`src/rtl/arb_mux.sv`:
```
// Registered N-to-1 arbitrating mux with valid/ready handshakes on every input channel and on the output.
// Optional macro ARB_MUX_FIXED_PRIORITY_EN: lowest valid index always wins and no rotating pointer is kept.
module arb_mux #(
  parameter int P_WIDTH = 4,
  parameter int P_DEPTH = 16
) (
  input  logic                              I_CLK,
  input  logic                              I_RESET,
  input  logic [P_WIDTH-1:0][P_DEPTH-1:0]   I_INPUT,
  input  logic [P_WIDTH-1:0]                I_VALID,
  output logic [P_WIDTH-1:0]                O_READY,
  output logic [P_DEPTH-1:0]                O_OUTPUT,
  output logic [$clog2(P_WIDTH)-1:0]        O_SELECT,
  output logic                              O_VALID,
  input  logic                              I_READY
);

  localparam int SEL_W = $clog2(P_WIDTH);
  localparam logic [SEL_W-1:0] LAST_IDX = SEL_W'(P_WIDTH - 1);

  logic                 load_s;
  logic                 grant_found_s;
  logic [SEL_W-1:0]     grant_idx_s;
  logic [P_WIDTH-1:0]   ready_s;
  logic [P_DEPTH-1:0]   out_data_r;
  logic [SEL_W-1:0]     out_sel_r;
  logic                 out_valid_r;

  // The output register can accept a word when it is empty or being drained this cycle.
  assign load_s        = !out_valid_r || I_READY;
  assign grant_found_s = |I_VALID;

`ifdef ARB_MUX_FIXED_PRIORITY_EN

  // Fixed priority: scan downward so the lowest valid index is the last (winning) assignment.
  always_comb begin
    grant_idx_s = '0;
    for (int i = P_WIDTH - 1; i >= 0; i--) begin
      grant_idx_s = I_VALID[i] ? SEL_W'(i) : grant_idx_s;
    end
  end

`else

  localparam logic [SEL_W:0] WIDTH_EXT = (SEL_W + 1)'(P_WIDTH);

  logic [SEL_W-1:0] ptr_r;
  logic [SEL_W:0]   cand_ext_s;
  logic [SEL_W-1:0] cand_s;

  // Round-robin scan from ptr_r; offsets are visited high to low so the nearest valid channel wins.
  always_comb begin
    grant_idx_s = '0;
    cand_ext_s  = '0;
    cand_s      = '0;
    for (int i = P_WIDTH - 1; i >= 0; i--) begin
      cand_ext_s  = {1'b0, ptr_r} + (SEL_W + 1)'(i);
      cand_s      = (cand_ext_s >= WIDTH_EXT) ? SEL_W'(cand_ext_s - WIDTH_EXT)
                                              : cand_ext_s[SEL_W-1:0];
      grant_idx_s = I_VALID[cand_s] ? cand_s : grant_idx_s;
    end
  end

  // Pointer moves just past the granted channel, wrapping at the last index.
  always_ff @(posedge I_CLK) begin
    if (I_RESET) begin
      ptr_r <= '0;
    end else if (load_s && grant_found_s) begin
      ptr_r <= (grant_idx_s == LAST_IDX) ? '0 : grant_idx_s + SEL_W'(1);
    end else begin
      ptr_r <= ptr_r;
    end
  end

`endif

  // One-hot accept toward the granted producer; silenced during reset and stalls.
  always_comb begin
    ready_s = '0;
    if (!I_RESET && load_s && grant_found_s) begin
      ready_s[grant_idx_s] = 1'b1;
    end else begin
      ready_s = '0;
    end
  end

  // Output register: load on grant, empty on idle load, hold on stall.
  always_ff @(posedge I_CLK) begin
    if (I_RESET) begin
      out_valid_r <= 1'b0;
      out_data_r  <= '0;
      out_sel_r   <= '0;
    end else if (load_s) begin
      if (grant_found_s) begin
        out_valid_r <= 1'b1;
        out_data_r  <= I_INPUT[grant_idx_s];
        out_sel_r   <= grant_idx_s;
      end else begin
        out_valid_r <= 1'b0;
        out_data_r  <= out_data_r;
        out_sel_r   <= out_sel_r;
      end
    end else begin
      out_valid_r <= out_valid_r;
      out_data_r  <= out_data_r;
      out_sel_r   <= out_sel_r;
    end
  end

  assign O_READY  = ready_s;
  assign O_OUTPUT = out_data_r;
  assign O_SELECT = out_sel_r;
  assign O_VALID  = out_valid_r;

endmodule

```
`config.mk`:
```
export PLATFORM = sky130hd
export DESIGN_NAME = arb_mux
export DESIGN_NICKNAME = d
export VERILOG_FILES = /design/src/rtl/arb_mux.sv
export SDC_FILE = /design/constraint.sdc
export NUM_CORES = 1
export LEC_CHECK = 0
export BUFFER_PORTS_ARGS = -buffer_cell sky130_fd_sc_hd__clkbuf_2
export CAP_MARGIN = 20
export CORE_MARGIN = 1.5
export CORE_UTILIZATION = 43
export DETAILED_ROUTE_END_ITERATION = 10
export PLACE_DENSITY = 0.85
export SKIP_LAST_GASP = 1
export SLEW_MARGIN = 20
export SYNTH_ARGS = -nofsm -noshare
export SYNTH_HDL_FRONTEND = slang
export SYNTH_SLANG_ARGS = --single-unit
```
`constraint.sdc`:
```
create_clock -name I_CLK -period 3.9 [get_ports I_CLK]
set_input_delay 0.39 -clock I_CLK [delete_from_list [all_inputs] [get_ports I_CLK]]
set_output_delay 0.39 -clock I_CLK [all_outputs]
set_load 0.005 [all_outputs]
```
==> flow_metrics.env <==
export IMPL_post_route_period_util=0.623
export IMPL_num_fill_cells=252
export IMPL_arrival_ps=2040
export IMPL_die_w_um=57.0
export IMPL_grt_total_usage=0.197
export IMPL_cts_hold_fix_buffers=0
export IMPL_grt_pass1_vias=1198
export IMPL_cts_root_buf="clkbuf_4"
export IMPL_worst_slew_pin_slew_ps=598
export IMPL_p_leak_nw=0.896
export IMPL_syn_num_nets=198
export IMPL_core_area_sq_um=2760
export IMPL_die_y_um=57.0
export IMPL_cts_tree="done"
export IMPL_r2r_cells=6
export IMPL_synthDominantCellAreaShare=0.335
export IMPL_dp_final_hpwl_um=2550
export IMPL_drv_cap=0
export IMPL_slew_viol_final=0
export IMPL_synth_area_per_cell_sq_um=9.88
export IMPL_avgRoutedWirePerCell_um=12.6
export IMPL_path_clk_slew_ps=110
export IMPL_yosys_warnings=0
export IMPL_timing_fmax_mhz=412
export IMPL_worstHoldStart="I_READY"
export IMPL_ant_nets=0
export IMPL_grt_pass1_wl_um=5100
export IMPL_drive_above_1_share=0.500
export IMPL_antenna_found_initial=0
export IMPL_portBuffers=93
export IMPL_num_io_pins=94
export IMPL_critical_path_class="reg2out"
export IMPL_min_period_ps=2430
export IMPL_firstDrtPassIters=4
export IMPL_r2r_end="O_OUTPUT[14]"
export IMPL_num_vias=1298
export IMPL_cts_num_sinks=21
export IMPL_drt_iter0_drc=32
export IMPL_max_slew_margin_rel=0.600
export IMPL_cts_repair_resized=0
export IMPL_synth_seq_cells=21
export IMPL_finalHoldViolations=0
export IMPL_area_growth_pct=38.3
export IMPL_timing_rr_start="ptr_r[0]"
export IMPL_whs_endpoint="O_VALID"
export IMPL_fin_cells=251
export IMPL_nets=292
export IMPL_hold_depth=4
export IMPL_vias_per_cell=5.17
export IMPL_mostFrequentLayoutCell="clkbuf_2"
export IMPL_critical_path_required_ps=3510
export IMPL_wl_um=3150
export IMPL_cts_buffers=3
export IMPL_rows=19
export IMPL_start_util=0.455
export IMPL_ir_drop_mv=0.266
export IMPL_clk_latency_ps=290
export IMPL_cp_max_fo=23
export IMPL_n_antenna_cell=0
export IMPL_power_mw=0.609
export IMPL_setup_violations=0
export IMPL_die_area_sq_um=3250
export IMPL_min_path_type="in2reg"
export IMPL_skew_ps=0.761
export IMPL_startpoint_type="flop"
export IMPL_layout_common_cells="clkbuf_2 (93), mux2i_1 (34), dfxtp_1 (21), nand2_1 (17), o221ai_1 (12)"
export IMPL_gp_congestion=0.787
export IMPL_h_tree_depth=1
export IMPL_grt_overflow=0
export IMPL_synth_yosys_seq_area_share=0.335
export IMPL_place_inst=247
export IMPL_clock_path_buffers=2
export IMPL_route_detailed_drc=0
export IMPL_status="completed"
export IMPL_yosysTopAreaCell="dfxtp_1"
export IMPL_end_kind="output pin"
export IMPL_grt_setup_unrepaired="false"
export IMPL_synthesis_area_sq_um=1250
export IMPL_r2r_slack_ps=1610
export IMPL_timing_setup_tns_ps=0
export IMPL_netlist_instances=127
export IMPL_pre_cts_ws_ps=1410
export IMPL_synth_area_leaders="dfxtp_1 (33%), mux2i_1 (27%), o221ai_1 (8.4%), o221ai_2 (6.0%), nand2_1 (5.1%)"
export IMPL_pwr_density_cell_nw_per_um2=351
export IMPL_synth_cell_type_count=25
export IMPL_fin_ws_ps=1470
export IMPL_cts_setup_buffers=0
export IMPL_grt_start_max_net_pins=24
## registers in the layout, summed over array words and instances (netlist names)
| register | flops |
|---|---|
| O_OUTPUT | 16 |
| O_SELECT | 2 |
| O_VALID | 1 |
| ptr_r | 2 |
## routing by layer
metal  GRT usage  wire length (um)
met2       0.346              1540
met1       0.233              1350
met3      0.0476               226
met5           0                 0
met4      0.0731                33
## power by group
| part | leakage [nW] | switching, mW | internal, mW |
|---|---|---|---|
| clock | 0.0150 | 0.0628 | 0.0398 |
| combinational | 0.707 | 0.114 | 0.125 |
| sequential | 0.174 | 0.0192 | 0.248 |
| total | 0.896 | 0.196 | 0.413 |
## synth_stat cells
cell	instances
a211oi_1	2
a21o_1	1
a21oi_1	2
a21oi_2	1
buf_12	1
buf_2	3
buf_6	2
buf_8	1
clkbuf_4	1
dfxtp_1	21
inv_1	1
inv_2	2
mux2i_1	34
nand2_1	17
nand2_2	1
nand3b_1	1
nor2_1	11
nor2b_1	3
nor4_1	1
o221ai_1	12
o221ai_2	5
o22a_1	1
or3b_1	1
or4_4	1
xnor2_1	1
## worst max-delay path, stage by stage, from the launching register on
cell and delay [ps]:
dfxtp_1 380, nor2b_1 80, or4_4 480, nand2_2 460, inv_2 80, nor2_1 120, clkbuf_2 130
## how the worst max path moves through the flow
stage,start,endpoint,slack (ps),cells past startpoint
2_1_floorplan,I_VALID[0],O_READY[0],1950,7
3_3_place_gp,I_VALID[0],O_OUTPUT[10],1450,7
3_5_place_dp,I_VALID[0],O_OUTPUT[14],1410,7
4_1_cts,ptr_r[0],O_READY[1],1450,6
5_1_grt,ptr_r[0],O_READY[1],1320,6
6_report,ptr_r[0],O_READY[1],1470,6
## cell type report
type / count / area (sq um) / area share
Tap cell: 31 / 38.8 / 0.0224
Inverter: 3 / 11.3 / 0.00649
Multi-Input combinational cell: 95 / 743 / 0.428
Clock buffer: 4 / 26.3 / 0.0151
Sequential cell: 21 / 420 / 0.242
Timing Repair Buffer: 97 / 495 / 0.286
## metrics by stage
stage	hold WS [ps]	instance area, sq um	utilization
floorplan	457	1250	-
global placement	448	1710	0.620
detailed placement	446	1710	0.620
CTS	333	1740	0.629
global route	341	1740	0.629
finish	348	1740	0.629
## kinds of logic (layout without fill, tap and decap cells)
logic type	after synthesis	after routing	synth area share
multiplexers	34	34	0.271
flip-flops	21	21	0.335
buffers and inverters	11	104	0.0728
XOR/XNOR	1	1	0.00698
AO/OA/AOI/OAI	24	24	0.183
AND/OR/NAND/NOR	36	36	0.131
(Power assumes the default switching activity.)
